===== src/rtl/mips_program_loader_pkg.sv =====
// ============================================================================
// Package     : mips_loader_pkg
// Description : Shared types and constants for the MIPS program loader:
//               loader state encoding, header field positions and the
//               default reset-release delay.
// Revision    : 1.0 - initial release
// ============================================================================
`default_nettype none

package mips_loader_pkg;

    // Loader state encoding
    typedef enum logic [2:0] {
        S_HDR   = 3'd0,
        S_LOAD  = 3'd1,
        S_CHK   = 3'd2,
        S_REL   = 3'd3,
        S_RUN   = 3'd4,
        S_ERROR = 3'd5
    } state_t;

    // Header word layout: [31:16] word count, [15:0] base word address
    localparam int CNT_MSB  = 31;
    localparam int CNT_LSB  = 16;
    localparam int BASE_MSB = 15;
    localparam int BASE_LSB = 0;

    // Cycles cpu_reset is held after a good checksum
    localparam int DEFAULT_RELEASE_CYCLES = 3;

endpackage : mips_loader_pkg

`default_nettype wire


===== src/rtl/mips_program_loader_if.sv =====
// ============================================================================
// Interface   : mips_program_loader_if
// Description : 32-bit valid/ready word stream feeding the program loader.
//               master : stream source (host / bench)
//               slave  : loader
// Signals     : in_valid (source->loader), in_data[31:0] (source->loader),
//               in_ready (loader->source)
// Revision    : 1.0 - initial release
// ============================================================================
`default_nettype none

interface mips_program_loader_if;

    logic        in_valid;
    logic        in_ready;
    logic [31:0] in_data;

    modport master (
        output in_valid,
        output in_data,
        input  in_ready
    );

    modport slave (
        input  in_valid,
        input  in_data,
        output in_ready
    );

endinterface : mips_program_loader_if

`default_nettype wire


===== src/rtl/mips_program_loader_write_stage.sv =====
// ============================================================================
// Module      : loader_write_stage
// Description : Registered memory write stage with a wrap-around word
//               address counter. A write request presented in one cycle
//               appears on we_o/addr_o/wdata_o in the next cycle.
// Ports       : clk, reset (sync, active-low)
//               base_load_i/base_i : load the write pointer with a base
//               wr_i/wdata_i       : write one word at the pointer
//               we_o/addr_o/wdata_o: registered write port
// Revision    : 1.0 - initial release
// ============================================================================
`default_nettype none

module loader_write_stage #(
    parameter int ADDR_W = 10
) (
    input  wire logic              clk,
    input  wire logic              reset,
    input  wire logic              base_load_i,
    input  wire logic [ADDR_W-1:0] base_i,
    input  wire logic              wr_i,
    input  wire logic [31:0]       wdata_i,
    output logic                   we_o,
    output logic [ADDR_W-1:0]      addr_o,
    output logic [31:0]            wdata_o
);

    // ptr_q is the address the next payload word goes to; addr_q holds the
    // address of the write currently presented on the port.
    logic [ADDR_W-1:0] ptr_q;
    logic [ADDR_W-1:0] addr_q;
    logic [31:0]       wdata_q;
    logic              we_q;

    always_ff @(posedge clk) begin
        if (!reset) begin
            ptr_q   <= '0;
            addr_q  <= '0;
            wdata_q <= '0;
            we_q    <= 1'b0;
        end else begin
            we_q <= wr_i;
            if (base_load_i) begin
                ptr_q <= base_i;
            end else if (wr_i) begin
                addr_q  <= ptr_q;
                wdata_q <= wdata_i;
                ptr_q   <= ptr_q + 1'b1;   // wraps modulo 2**ADDR_W
            end
        end
    end

    assign we_o    = we_q;
    assign addr_o  = addr_q;
    assign wdata_o = wdata_q;

endmodule : loader_write_stage

`default_nettype wire


===== src/rtl/mips_program_loader.sv =====
// ============================================================================
// Module      : mips_program_loader
// Description : Loads a header/payload/checksum word stream into the MIPS
//               instruction and data memories (same word to same address in
//               both), then releases the core from reset after a good
//               checksum.
// Ports       : clk, reset (sync, active-low)
//               s_if       : stream slave (in_valid, in_ready, in_data)
//               imem_we, dmem_we, mem_addr, mem_wdata : memory write port
//               cpu_reset  : registered active-high core reset
//               load_done  : image loaded and core released
//               load_error : checksum mismatch
// Revision    : 1.0 - initial release
// ============================================================================
`default_nettype none

module mips_program_loader
    import mips_loader_pkg::*;
#(
    parameter int ADDR_W         = 10,
    parameter int RELEASE_CYCLES = DEFAULT_RELEASE_CYCLES,
    parameter int CNT_W          = 16
) (
    input  wire logic               clk,
    input  wire logic               reset,
    mips_program_loader_if.slave    s_if,
    output logic                    imem_we,
    output logic                    dmem_we,
    output logic [ADDR_W-1:0]       mem_addr,
    output logic [31:0]             mem_wdata,
    output logic                    cpu_reset,
    output logic                    load_done,
    output logic                    load_error
);

    localparam int REL_W = (RELEASE_CYCLES < 1) ? 1 : $clog2(RELEASE_CYCLES + 1);

    state_t             state_q, state_d;
    logic [CNT_W-1:0]   count_q, count_d;
    logic [31:0]        sum_q,   sum_d;
    logic [REL_W-1:0]   rel_q,   rel_d;
    logic               cpu_reset_q;
    logic               load_done_q;
    logic               load_error_q;

    logic               in_ready_w;
    logic               accept_w;
    logic               wr_w;
    logic               base_load_w;
    logic               we_w;

    assign in_ready_w    = (state_q == S_HDR) || (state_q == S_LOAD) || (state_q == S_CHK);
    assign accept_w      = s_if.in_valid && in_ready_w;
    assign s_if.in_ready = in_ready_w;

    always_comb begin
        state_d     = state_q;
        count_d     = count_q;
        sum_d       = sum_q;
        rel_d       = rel_q;
        wr_w        = 1'b0;
        base_load_w = 1'b0;
        case (state_q)
            S_HDR: begin
                if (accept_w) begin
                    count_d     = s_if.in_data[CNT_LSB +: CNT_W];
                    sum_d       = '0;
                    base_load_w = 1'b1;
                    state_d     = (s_if.in_data[CNT_LSB +: CNT_W] == '0) ? S_CHK : S_LOAD;
                end
            end
            S_LOAD: begin
                if (accept_w) begin
                    wr_w    = 1'b1;
                    sum_d   = sum_q + s_if.in_data;
                    count_d = count_q - 1'b1;
                    if (count_q == CNT_W'(1)) begin
                        state_d = S_CHK;
                    end
                end
            end
            S_CHK: begin
                if (accept_w) begin
                    if (s_if.in_data == sum_q) begin
                        state_d = S_REL;
                        rel_d   = REL_W'(RELEASE_CYCLES);
                    end else begin
                        state_d = S_ERROR;
                    end
                end
            end
            S_REL: begin
                if (rel_q == '0) begin
                    state_d = S_RUN;
                end else begin
                    rel_d = rel_q - 1'b1;
                end
            end
            S_RUN:   state_d = S_RUN;
            S_ERROR: state_d = S_ERROR;
            default: state_d = S_HDR;
        endcase
    end

    // Status outputs are registered from the next state so they change on
    // the same edge as the state and never glitch.
    always_ff @(posedge clk) begin
        if (!reset) begin
            state_q      <= S_HDR;
            count_q      <= '0;
            sum_q        <= '0;
            rel_q        <= '0;
            cpu_reset_q  <= 1'b1;
            load_done_q  <= 1'b0;
            load_error_q <= 1'b0;
        end else begin
            state_q      <= state_d;
            count_q      <= count_d;
            sum_q        <= sum_d;
            rel_q        <= rel_d;
            cpu_reset_q  <= (state_d != S_RUN);
            load_done_q  <= (state_d == S_RUN);
            load_error_q <= (state_d == S_ERROR);
        end
    end

    loader_write_stage #(
        .ADDR_W (ADDR_W)
    ) u_write_stage (
        .clk         (clk),
        .reset       (reset),
        .base_load_i (base_load_w),
        .base_i      (s_if.in_data[BASE_LSB +: ADDR_W]),
        .wr_i        (wr_w),
        .wdata_i     (s_if.in_data),
        .we_o        (we_w),
        .addr_o      (mem_addr),
        .wdata_o     (mem_wdata)
    );

    assign imem_we    = we_w;
    assign dmem_we    = we_w;
    assign cpu_reset  = cpu_reset_q;
    assign load_done  = load_done_q;
    assign load_error = load_error_q;

endmodule : mips_program_loader

`default_nettype wire


===== src/flat_wrapper.sv =====
// flat-port wrapper written by rule: the top's interface ports become plain ports
module mips_program_loader_flat import mips_loader_pkg::*;
#(
    parameter int ADDR_W         = 10,
    parameter int RELEASE_CYCLES = DEFAULT_RELEASE_CYCLES,
    parameter int CNT_W          = 16
)
  (clk, reset, imem_we, dmem_we, mem_addr, mem_wdata, cpu_reset, load_done, load_error, s_if_in_valid, s_if_in_data, s_if_in_ready);
  mips_program_loader_if s_if_i ();
  input  wire logic clk;
  input  wire logic reset;
  output logic imem_we;
  output logic dmem_we;
  output logic [ADDR_W-1:0] mem_addr;
  output logic [31:0] mem_wdata;
  output logic cpu_reset;
  output logic load_done;
  output logic load_error;
  input wire logic [$bits(s_if_i.in_valid)-1:0] s_if_in_valid;
  input wire logic [$bits(s_if_i.in_data)-1:0] s_if_in_data;
  output wire logic [$bits(s_if_i.in_ready)-1:0] s_if_in_ready;
  assign s_if_i.in_valid = s_if_in_valid;
  assign s_if_i.in_data = s_if_in_data;
  assign s_if_in_ready = s_if_i.in_ready;
  mips_program_loader #(.ADDR_W(ADDR_W), .RELEASE_CYCLES(RELEASE_CYCLES), .CNT_W(CNT_W)) u_core (.clk(clk), .reset(reset), .s_if(s_if_i), .imem_we(imem_we), .dmem_we(dmem_we), .mem_addr(mem_addr), .mem_wdata(mem_wdata), .cpu_reset(cpu_reset), .load_done(load_done), .load_error(load_error));
endmodule

===== config.mk =====
export PLATFORM = sky130hd
export DESIGN_NAME = mips_program_loader_flat
export DESIGN_NICKNAME = d
export VERILOG_FILES = /design/src/rtl/mips_program_loader_pkg.sv /design/src/rtl/mips_program_loader_if.sv /design/src/rtl/mips_program_loader_write_stage.sv /design/src/rtl/mips_program_loader.sv /design/src/flat_wrapper.sv
export SDC_FILE = /design/constraint.sdc
export NUM_CORES = 1
export LEC_CHECK = 0
export CORE_UTILIZATION = 50
export CTS_CLUSTER_DIAMETER = 120
export DETAILED_ROUTE_END_ITERATION = 12
export GPL_TIMING_DRIVEN = 0
export PLACE_DENSITY = 0.72
export RECOVER_POWER = 50
export SYNTH_ARGS = -nofsm -noshare
export SYNTH_HDL_FRONTEND = slang
export SYNTH_HIERARCHICAL = 1
export SYNTH_SLANG_ARGS = --single-unit

===== constraint.sdc =====
create_clock -name clk -period 2.9 [get_ports clk]
set_input_delay 0.29 -clock clk [delete_from_list [all_inputs] [get_ports clk]]
set_output_delay 0.29 -clock clk [all_outputs]
set_load 0.02 [all_outputs]

==> summary.md, run 1 <==
| Metric | Value |
|---|---|
| Top-level I/O count | `83` |
| Period utilization | `0.953` |
| VDD IR max | `~0.39 mV` |
| Leakage | `about 3.2 nW` |
| Area grow syn2layout | `21.8%` |
| Clock Latency Late Sink | `around 0.36 ns` |
| Power Dens Cells | `a little under 500 mW/mm²` |
| Final Hold Vio Count | `0` |
| CP required | `3.20 ns` |
| Final setup margin | `0.137 ns` |
| Length of the first detailed-routing pass in iterations | `5` |
| Reg2Reg Setup Slack | `~0.16 ns` |
| Post-CTS Hold Buffers | `0` |
| Max Transition Viols Final | `0` |
| Synth Flop Type | `dfxtp_1` |
| DRC viols | `0` |
| First-pass GRT wire length | `~29000 µm` |
| Critical path's slowest cell | `clkdlybuf4s50_1` |
| CP max stage delay | `roughly 0.56 ns` |
| Root Driver | `clkbuf_16` |
| Synth cell types | `between 70 and 80` |
| Final Total Pwr | `between 3 and 4 mW` |
| Avg WL per Cell | `16.7 µm` |
| Min Tclk post-route | `approximately 2.8 ns` |
| Critical Path End Type | `flip-flop` |
| Worst hold path startpoint | `u_core/u_write_stage/wdata_o[11]` |
| Core Region | `0.0122 mm²` |
| Final core utilization | `0.634` |
| Crit Path Max Fanout | `3` |
| Fin area | `approximately 0.0077 mm²` |
| EDFF count, synth | `0` |
| Setup WS pre-CTS | `-0.380 ns` |
| Area of the mapped netlist | `0.00636 mm²` |
| Final setup violation count | `0` |
| CTS tree | `done` |
| Worst Setup Start Kind | `input port` |
| DRT iter0 DRCs | `approximately 480` |
| Initial core utilization | `0.521` |
| Final HPWL DP | `roughly 14000 µm` |
| Die X-Extent | `115 µm` |
| H-tree depth | `3` |
| Hold Path Stages | `2` |
| # diodes | `0` |
| #FFs+latches synth | `about 110` |
| Setup CP Type | `input port to flip-flop` |
| CTS Buffer Depth | `2` |
| Routed WL | `18100 µm` |
| Rows | `40` |
| Setup tns final | `0 ns` |
| Yosys Warn Count | `6` |
| GRT Residual Overflow | `0` |
| Largest net degree at the start of global routing | `18` |
| Hold path endpoint | `u_core/u_write_stage/wdata_o[11]` |
| Clk pin slew, worst setup/hold paths | `0.07 ns` |
| Via count | `between 6000 and 7000` |
| Crit-path cells | `clkdlybuf4s50_1 -> ha_1 -> inv_1 -> fa_1 -> and2b_1 -> o2111ai_1 -> a21oi_2 -> nor3_2 -> o311ai_2 -> a31oi_1 -> xor2_1 -> o21ai_1` |
| # port buffers | `between 80 and 90` |
| Total of max-cap violations | `0` |
| Vias in the first global route | `6014` |
| Worst-Margin Slew | `0.820 ns` |
| Placed standard-cell area | `0.00739 mm²` |
| Reg2reg end | `u_core/u_write_stage/wdata_o[14]` |
| Max Freq | `approximately 360 MHz` |
| Max_slew headroom | `0.448` |
| Syn avg cell area | `7.84 µm²` |
| Die height | `between 100 and 150 µm` |
| CTS buffer count | `9` |
| Initial antenna violation count | `0` |
| Hold Crit Class | `flip-flop to flip-flop` |
| Vias per cell | `a little under 6` |
| ANT nets after route | `0` |
| Filler Cell Count | `between 1000 and 1500` |
| Post-synthesis instance total | `about 810` |
| Net Count, Synth | `between 800 and 900` |
| TritonCTS Sinks | `~110` |
| Clock Skews | `0.00792 ns` |
| Async SR Flop Fraction | `0` |
| Gpl congestion | `slightly above 0.9` |
| Layout cells sized above 1 | `0.0659` |
| Worst Path Arrival | `between 3 and 4 ns` |
| RR Startpoint | `u_core/state_q[2]` |
| Nets@finish | `roughly 1000` |
| Sequential fraction of the synthesis area | `0.343` |
| Worst reg2reg path depth | `10` |
| RSZ-0062 raised after global routing | `no` |
| Commonest non-fill, non-tap cells in the layout | `nand2_1 (146), dfxtp_1 (109), a21oi_1 (83)` |
| Status | `finished, final reports clean` |
| Commonest non-fill, non-tap cell in the layout | `nand2_1` |
| Die area | `about 0.013 mm²` |
| All-Layer GR Usage | `0.286` |
==> kinds of logic (layout without fill, tap and decap cells) <==
group	after synthesis	count (layout)	synth area share
fa+ha+maj	36	36	0.0720
mux	4	4	0.00649
xor+xnor	35	35	0.0482
compound gates	258	258	0.264
flops	109	109	0.343
buf+inv	67	166	0.0444
simple gates	303	303	0.222
==> where the power goes <==
group	leakage, nW	internal (mW)	switching [mW]
logic	2.11	0.286	0.447
registers	0.887	1.56	0.0565
clock network	0.165	0.840	0.560
==> worst max-delay path by stage <==
stage                                  from                          endpoint  slack (ns)  cells past startpoint
after global routing        s_if_in_data[0]                  u_core/sum_q[30]       0.005                     12
after floorplan             u_core/sum_q[0]                  u_core/sum_q[30]        0.59                     11
after CTS                 u_core/state_q[2]  u_core/u_write_stage/wdata_o[26]        0.03                     10
after global placement      s_if_in_data[0]                  u_core/sum_q[30]       -0.38                     12
final                       s_if_in_data[0]                  u_core/sum_q[30]        0.14                     12
after detailed placement    s_if_in_data[0]                  u_core/sum_q[30]       -0.38                     12
==> Yosys cell counts (3+ instances only) <==
master | count | area [µm²]
dfxtp_1 | 109 | 2180
inv_1 | 17 | 63.8
o211ai_1 | 4 | 30.0
and3_1 | 6 | 37.5
nand2b_1 | 4 | 25.0
a22o_1 | 3 | 26.3
a22oi_1 | 20 | 150
nand3_1 | 13 | 65.1
nor4_1 | 12 | 75.1
a21oi_1 | 84 | 420
a211oi_1 | 10 | 75.1
o2111ai_1 | 3 | 26.3
nor2_1 | 60 | 225
o21bai_1 | 4 | 30.0
nand2_1 | 147 | 552
clkbuf_1 | 27 | 101
nor3_1 | 11 | 55.1
nor3b_1 | 3 | 22.5
or4_1 | 3 | 22.5
a31oi_1 | 10 | 62.6
buf_2 | 15 | 75.1
ha_1 | 35 | 438
o21ai_1 | 9 | 45.0
nand4_1 | 10 | 62.6
o31ai_1 | 7 | 52.6
o21a_1 | 6 | 45.0
a21boi_0 | 6 | 45.0
o32ai_1 | 3 | 26.3
xor2_1 | 19 | 166
o21ai_0 | 44 | 220
xnor2_1 | 16 | 140
and2_1 | 7 | 43.8
mux2i_1 | 3 | 30.0
a21o_1 | 19 | 143
or3_1 | 3 | 18.8
nor2b_1 | 7 | 43.8
==> worst max-delay path: cells and delay by family <==
| kind | cells | cell delay, ns |
|---|---|---|
| and+or+nand+nor | 2 | 0.33 |
| xor gates and xnor gates | 1 | 0.16 |
| AOI/OAI and AO/OA | 5 | 1.04 |
| adders and majority gates | 2 | 0.62 |
| buffers and inverters | 2 | 0.62 |
==> flip-flops by register name, summed over array words and instances, names as in the netlist <==
signal and count:
u_core/sum_q 32, u_core/u_write_stage/wdata_o 32, u_core/count_q 16, u_core/u_write_stage/addr_o 10
u_core/u_write_stage/ptr_q 10, u_core/state_q 3, u_core/rel_q 2, u_core/cpu_reset 1
u_core/load_done 1, u_core/load_error 1, u_core/u_write_stage/we_o 1
==> final cells by class <==
type | count | area (µm²) | share of cell area
Multi-Input combinational cell | 636 | 3890 | 0.502
Inverter | 20 | 78.8 | 0.0102
Clock inverter | 6 | 113 | 0.0145
Tap cell | 168 | 210 | 0.0271
Clock buffer | 9 | 225 | 0.0291
Buffer | 47 | 213 | 0.0275
Timing Repair Buffer | 84 | 836 | 0.108
Sequential cell | 109 | 2180 | 0.282
==> repair_timing <==
item,CTS,global route
endpoints found under the hold margin,0,0
gates resized for setup,2,10
endpoints found under the setup margin,35,36
setup buffers,0,2
pin swaps,0,2
==> stage by stage <==
step / std cells / hold WS, ns
2_1_floorplan: 812 / 0.401
3_3_place_gp: 1062 / 0.439
3_5_place_dp: 1062 / 0.444
4_1_cts: 1077 / 0.454
5_1_grt: 1079 / 0.474
6_report: 1079 / 0.451
==> routing by layer <==
layer | vias to the layer above | GRT usage | wire (µm)
met5 | - | 0 | 0
met3 | 49 | 0.0627 | 1210
li1 | 3086 | - | -
met2 | 249 | 0.463 | 8430
met4 | 0 | 0.113 | 482
met1 | 3011 | 0.372 | 7930
No activity file was read; power rests on OpenSTA's default activity.
==> inputs of run 2 (changes only) <==
--- a/config.mk
+++ b/config.mk
@@ -13,5 +13,4 @@
 export RECOVER_POWER = 50
 export SYNTH_ARGS = -nofsm -noshare
 export SYNTH_HDL_FRONTEND = slang
-export SYNTH_HIERARCHICAL = 1
 export SYNTH_SLANG_ARGS = --single-unit
==> run 2 against run 1 <==
Compared with the run above:
- power up 10%
- sequential share of layout area decreased by 0.87 points
- combinational power up 57%
- critical path depth unchanged
- sequential cell count is the same
- non-clock buffer count unchanged
- sequential power rose by 5%
- wire length increased by 7.7%
- clock power fell by 9%
- synthesized cell count is 2.6% higher
- setup slack got worse by 0.095 ns
- highest routed layer unchanged
==> summary.md, run 2 <==
| Metric | Value |
|---|---|
| Status | `finished, final reports clean` |
| Final core utilization | `0.631` |
| Power Dens Cells | `517 mW/mm²` |
| Gpl congestion | `slightly below 0.9` |
| Die height | `approximately 120 µm` |
| Avg WL per Cell | `about 18 µm` |
| All-Layer GR Usage | `0.293` |
| First-pass GRT wire length | `a little over 30000 µm` |
| Synth cell types | `63` |
| Placed Instances | `between 1000 and 1500` |
| Worst Path Arrival | `3.16 ns` |
| EDFF count, synth | `0` |
| Met3 WL post-DR | `around 1100 µm` |
| Switching power | `about 1.4 mW` |
| Multi-input logic area | `0.00413 mm²` |
| Die area | `around 0.013 mm²` |
| Clock Skews | `approximately 0.0058 ns` |
| Post-synthesis instance total | `~830` |
| Synth Flop Type | `dfxtp_1` |
| Worst Setup Start Kind | `flip-flop` |
| DR top layer | `met4` |
| Area grow syn2layout | `22.9%` |
| Vias in the first global route | `approximately 6200` |
| CP required | `approximately 3.2 ns` |
| Share of the synthesized area in the top cell type | `0.335` |
| DRC viols | `0` |
| Crit Path Max Fanout | `4` |
| Filler Cell Count | `1175` |
| VDD IR max | `~0.25 mV` |
| Nets@finish | `993` |
| ANT nets after route | `0` |
| Routed WL | `about 19000 µm` |
| Hold Crit Class | `input port to flip-flop` |
| Yosys Warn Count | `0` |
| Core Region | `~0.013 mm²` |
| Hold path endpoint | `u_core.u_write_stage.wdata_o[1]` |
| Final setup violation count | `0` |
| Reg2reg end | `u_core.sum_q[30]` |
| Top-count cell post-synth | `nand2_1` |
| Layout cells sized above 1 | `0.0615` |
| CTS buffer count | `9` |
| Mux cell area share after synthesis | `0.00308` |
| Final Hold Vio Count | `0` |
| Via count | `roughly 6600` |
| Clk pin slew, worst setup/hold paths | `0.08 ns` |
| RSZ-0062 raised after global routing | `yes` |
| Sequential fraction of the synthesis area | `0.335` |
| Area of the mapped netlist | `between 0.006 and 0.007 mm²` |
| Rows | `just over 40` |
| Min Tclk post-route | `~2.9 ns` |
| Largest net degree at the start of global routing | `19` |
| # port buffers | `81` |
| Non-filler cells in the finished layout | `around 1100` |
| Top-level I/O count | `83` |
| Met1 Wirelength | `between 8000 and 9000 µm` |
| Max Freq | `around 350 MHz` |
| Total of max-cap violations | `0` |
| Clock Latency Late Sink | `0.36 ns` |
| Syn avg cell area | `7.81 µm²` |
| Synth cell count leaders | `nand2_1 (150), dfxtp_1 (109), a21boi_0 (56)` |
| Clock power frac | `0.310` |
| RR Startpoint | `u_core.sum_q[0]` |
| Hold Path Stages | `3` |
| Worst-Margin Slew | `0.733 ns` |
| Period utilization | `0.985` |
| Xor/xnor cell area share of the yosys netlist | `0.0390` |
| #FFs+latches synth | `109` |
| Net Count, Synth | `roughly 900` |
| Die X-Extent | `116 µm` |
| Commonest non-fill, non-tap cell in the layout | `nand2_1` |
| Critical Path End Type | `flip-flop` |
| Max_slew headroom | `0.506` |
| Synth Area in Adders | `0.0704` |
| Hold_ws | `0.265 ns` |
| Setup CP Type | `flip-flop to flip-flop` |
| Root Driver | `clkbuf_16` |
| Final HPWL DP | `about 14000 µm` |
| Int Pwr | `approximately 2.7 mW` |
| Leakage | `about 3.2 nW` |
| Async SR Flop Fraction | `0` |
| Commonest non-fill, non-tap cells in the layout | `nand2_1 (150), dfxtp_1 (109), a21boi_0 (56)` |
| GRT Residual Overflow | `0` |
| Reg2Reg Setup Slack | `0.04 ns` |
| DRT iter0 DRCs | `just over 400` |
| Worst hold path startpoint | `s_if_in_data[1]` |
| H-tree depth | `3` |
| Synth Area in Compound Gates | `0.266` |
| Sequential share of power | `0.411` |
| CTS Buffer Depth | `2` |
| Vias per cell | `~6` |
| Ranking of synthesized cells by area | `dfxtp_1 (34%), nand2_1 (8.7%), ha_1 (6.7%)` |
| # diodes | `0` |
| Post-synthesis simple-gate area fraction | `0.235` |
| Met2 wire length | `~9400 µm` |
| Initial antenna violation count | `0` |
| Reg area | `about 0.0022 mm²` |
| Length of the first detailed-routing pass in iterations | `7` |
| Combinational Power Share | `0.279` |
| Max Transition Viols Final | `0` |
| Cell accounting for the most synthesized area | `dfxtp_1` |
| Initial core utilization | `0.513` |
| Net Sw Frac | `0.337` |
| TritonCTS Sinks | `between 100 and 150` |
| CTS tree | `done` |
| Final Total Pwr | `4.13 mW` |
| Worst reg2reg path depth | `12` |
| Largest family of logic cells by synthesized area | `compound AO/OA/AOI/OAI gates` |
-- run 2: changes by cell type in the layout (fill, tap and decap cells not counted), moves of 9 or more --
cell	before	now
a211oi_1	10	1
a21boi_0	6	56
a21oi_1	83	48
buf_2	16	0
clkbuf_1	25	44
nand3_1	13	23
nor2_1	60	38
nor2b_1	7	20
-- run 2: kinds of logic (layout without fill, tap and decap cells) --
group / after synthesis / in the layout
xor gates and xnor gates: 29 / 29
DFF: 109 / 109
and+or+nand+nor: 318 / 318
adders and majority gates: 36 / 36
muxes: 2 / 2
AOI/OAI and AO/OA: 259 / 259
buffers and inverters: 80 / 174
-- run 2: area by class of cell --
class	instances	share of cell area
multi-input cells	644	0.516
flip-flops and latches	109	0.273
repair buffers	84	0.108
clock buffers	10	0.0286
well taps	172	0.0269
plain buffers	47	0.0260
inverters	27	0.0127
clock inverters	6	0.00892
-- run 2: repair_timing --
item                       4_1_cts  5_1_grt
pin swaps                        3        3
resized for setup               15       21
setup endpoints to repair        8       12
hold buffers                     0        0
buffers inserted                 2        1
-- run 2: power groups by stage --
stage	sequential (mW)	clock [mW]	combinational, mW
finish	1.70	1.28	1.15
global route	1.71	1.35	1.25
CTS	1.70	1.30	1.14
detailed placement	1.73	0	1.12
global placement	1.72	0	1.09
floorplan	1.75	0	0.722
-- run 2: critical path, cell delays in order (launching register included) --
cell and delay, ns:
dfxtp_1 0.34, ha_1 0.18, inv_1 0.06, fa_2 0.36, nor2b_2 0.17, o2111ai_2 0.18
a41oi_2 0.35, a211oi_4 0.14, buf_12 0.15, o31ai_4 0.22, o21ai_2 0.15, or4_1 0.41
nand3_1 0.09
-- run 2: worst max-delay path by stage --
| stage | from | end | cells past startpoint |
|---|---|---|---|
| 2_1_floorplan | u_core.sum_q[0] | u_core.sum_q[30] | 11 |
| 3_3_place_gp | s_if_in_data[0] | u_core.sum_q[30] | 12 |
| 3_5_place_dp | s_if_in_data[0] | u_core.sum_q[30] | 12 |
| 4_1_cts | s_if_in_data[4] | u_core.sum_q[20] | 10 |
| 5_1_grt | u_core.sum_q[0] | u_core.sum_q[22] | 13 |
| 6_report | u_core.sum_q[0] | u_core.sum_q[30] | 12 |
-- run 2: routing by layer --
layer  GRT usage  up-vias
met2       0.505      234
met1       0.377     3148
met4       0.115        0
met5           0        -
li1            -     3156
met3      0.0298       41
-- run 2: per-stage QoR --
| step | cell area, µm² | setup slack, ns | TNS, ns |
|---|---|---|---|
| after CTS | 7910 | 0.00113 | 0 |
| after floorplan | 6500 | 0.142 | 0 |
| after global routing | 7990 | -0.0162 | -0.0460 |
| final | 7990 | 0.0425 | 0 |
| after global placement | 7530 | -1.01 | -8.60 |
| after detailed placement | 7530 | -1.02 | -8.57 |
==> inputs of run 3 (changes only) <==
--- a/config.mk
+++ b/config.mk
@@ -9,8 +9,10 @@
 export CTS_CLUSTER_DIAMETER = 120
 export DETAILED_ROUTE_END_ITERATION = 12
 export GPL_TIMING_DRIVEN = 0
+export HOLD_SLACK_MARGIN = 0.06
 export PLACE_DENSITY = 0.72
 export RECOVER_POWER = 50
+export SKIP_CTS_REPAIR_TIMING = 1
 export SYNTH_ARGS = -nofsm -noshare
 export SYNTH_HDL_FRONTEND = slang
 export SYNTH_SLANG_ARGS = --single-unit
==> constraint.sdc (replaced) <==
create_clock -name clk -period 3.7 [get_ports clk]
set_input_delay 0.37 -clock clk [delete_from_list [all_inputs] [get_ports clk]]
set_output_delay 0.37 -clock clk [all_outputs]
set_load 0.02 [all_outputs]
==> run 3 against run 2 <==
Compared with the run above:
- sequential cell count is the same
- sequential power shrank 22%
- sequential share of layout area grew 0.58 points
- register-to-register slack gained 0.40 ns
- cell count grew 0.27%
- via count shrank 0.99%
- setup slack gained 0.10 ns
- cell area shrank 2.1%
- clock skew shrank 0.0012 ns
- non-clock buffer count grew 3
- global-route usage shrank 0.44 points
- core utilization shrank 1.3 points
- largest power group unchanged
==> summary.md, run 3 (synthesis gave the netlist of run 2 again) <==
| Metric | Value |
|---|---|
| Status | `finished, final reports clean` |
| Commonest non-fill, non-tap cell in the layout | `nand2_1` |
| Length of the first detailed-routing pass in iterations | `5` |
| Core Region | `roughly 0.013 mm²` |
| Max Transition Viols Final | `0` |
| Worst-Margin Slew | `0.799 ns` |
| Setup tns final | `0 ns` |
| Period utilization | `0.961` |
| Die height | `approximately 120 µm` |
| Max Freq | `281 MHz` |
| CP required | `~4.0 ns` |
| Sequential share of power | `0.415` |
| Max_slew headroom | `0.465` |
| Worst Path Arrival | `about 3.9 ns` |
| Combinational Power Share | `0.273` |
| Net Sw Frac | `0.336` |
| Critical path's slowest cell | `clkdlybuf4s50_1` |
| Vias in the first global route | `6114` |
| Clock Skews | `approximately 0.0046 ns` |
| CTS tree | `done` |
| Commonest non-fill, non-tap cells in the layout | `nand2_1 (150), dfxtp_1 (109), a21boi_0 (56)` |
| Nets@finish | `996` |
| Crit Path Max Fanout | `4` |
| Area grow syn2layout | `20.3%` |
| Largest net degree at the start of global routing | `19` |
| GRT Residual Overflow | `0` |
| Die area | `~0.013 mm²` |
| Via count | `approximately 6500` |
| CP max stage delay | `roughly 0.57 ns` |
| RSZ-0062 raised after global routing | `no` |
| First-pass GRT wire length | `approximately 30000 µm` |
| Final Hold Vio Count | `0` |
| VDD IR max | `0.194 mV` |
| Layout cells sized above 1 | `0.0366` |
| Root Driver | `clkbuf_16` |
| Die X-Extent | `116 µm` |
| Clk pin slew, worst setup/hold paths | `roughly 0.070 ns` |
| Clock power frac | `0.313` |
| Min Tclk post-route | `3.55 ns` |
| TritonCTS Sinks | `109` |
| ANT nets after route | `0` |
| Filler Cell Count | `around 1200` |
| All-Layer GR Usage | `0.289` |
| Leakage | `3.16 nW` |
| Avg WL per Cell | `17.3 µm` |
| Crit-path cells | `clkdlybuf4s50_1 -> ha_1 -> inv_1 -> fa_1 -> nor2b_1 -> o2111ai_1 -> a41oi_1 -> a211oi_1 -> o31ai_2 -> o21ai_0 -> or4_1 -> nand3_1` |
| Gpl congestion | `slightly below 0.9` |
| Int Pwr | `2.13 mW` |
| Initial antenna violation count | `0` |
| Hold Crit Class | `flip-flop to flip-flop` |
| # port buffers | `81` |
| Power Dens Cells | `approximately 410 mW/mm²` |
| Total of max-cap violations | `0` |
| CTS buffer count | `9` |
| Final Total Pwr | `roughly 3.2 mW` |
| Critical Path End Type | `flip-flop` |
| Setup CP Type | `input port to flip-flop` |
| H-tree depth | `3` |
| Worst Setup Start Kind | `input port` |
| Final HPWL DP | `14300 µm` |
| Initial core utilization | `0.513` |
| CTS Buffer Depth | `2` |
| DRT iter0 DRCs | `419` |
| Top-level I/O count | `83` |
| Switching power | `approximately 1.1 mW` |
| Clock Latency Late Sink | `roughly 0.36 ns` |
| DRC viols | `0` |
| Rows | `~40` |
| Vias per cell | `between 5 and 6` |
| # diodes | `0` |
| Routed WL | `~19000 µm` |
| Final setup violation count | `0` |
## run 3: changes by cell type in the layout (fill, tap and decap cells not counted), moves of 3 or more
cell and change:
ha_2 -3, ha_4 -5, dlymetal6s2s_1 -7, clkdlybuf4s50_1 +7
ha_1 +8, clkbuf_1 +6
## run 3: worst max-delay path, delay by kind of cell
family	cells	cell delay [ns]
simple gates	3	0.75
fa+ha+maj	2	0.62
compound gates	5	1.49
buf+inv	2	0.63
## run 3: metal layers
| layer | track usage | part of all wire | vias up |
|---|---|---|---|
| met5 | 0 | 0 | - |
| met4 | 0.114 | 0.018 | 0 |
| met3 | 0.0293 | 0.050 | 29 |
| met2 | 0.496 | 0.48 | 190 |
| met1 | 0.372 | 0.45 | 3137 |
| li1 | - | - | 3158 |
## run 3: worst paths after layout
check	cells past startpoint	to	slack (ns)	start
worst max-delay path	12	u_core.sum_q[30]	0.15	s_if_in_data[0]
worst min-delay path	2	u_core.u_write_stage.addr_o[1]	0.46	u_core.u_write_stage.addr_o[1]
worst max register to register	11	u_core.sum_q[30]	0.44	u_core.sum_q[0]
worst min register to register	2	u_core.u_write_stage.addr_o[1]	0.46	u_core.u_write_stage.addr_o[1]
## run 3: layout make-up
type,instances,area [µm²],share of cell area
Inverter,27,101,0.0129
Buffer,53,230,0.0294
Clock inverter,6,71.3,0.00911
Sequential cell,109,2180,0.279
Timing Repair Buffer,81,811,0.104
Multi-Input combinational cell,644,3990,0.509
Tap cell,172,215,0.0275
Clock buffer,10,229,0.0293
## run 3: power by group through the flow
stage               combinational (mW)  clock (mW)  sequential, mW
floorplan                        0.566           0            1.37
global placement                 0.852           0            1.35
detailed placement               0.874           0            1.36
CTS                              0.879        1.02            1.33
global route                     0.955        1.06            1.34
finish                           0.874        1.00            1.33
## run 3: metrics by stage
step	hold WS (ns)	std cells	utilization	setup slack, ns	cell area (µm²)
finish	0.460	1102	0.618	0.145	7830
detailed placement	0.452	1086	0.594	-0.300	7530
global placement	0.439	1086	0.594	-0.291	7530
global route	0.481	1102	0.618	0.0444	7830
CTS	0.465	1102	0.618	0.0403	7830
floorplan	0.429	833	-	0.888	6500
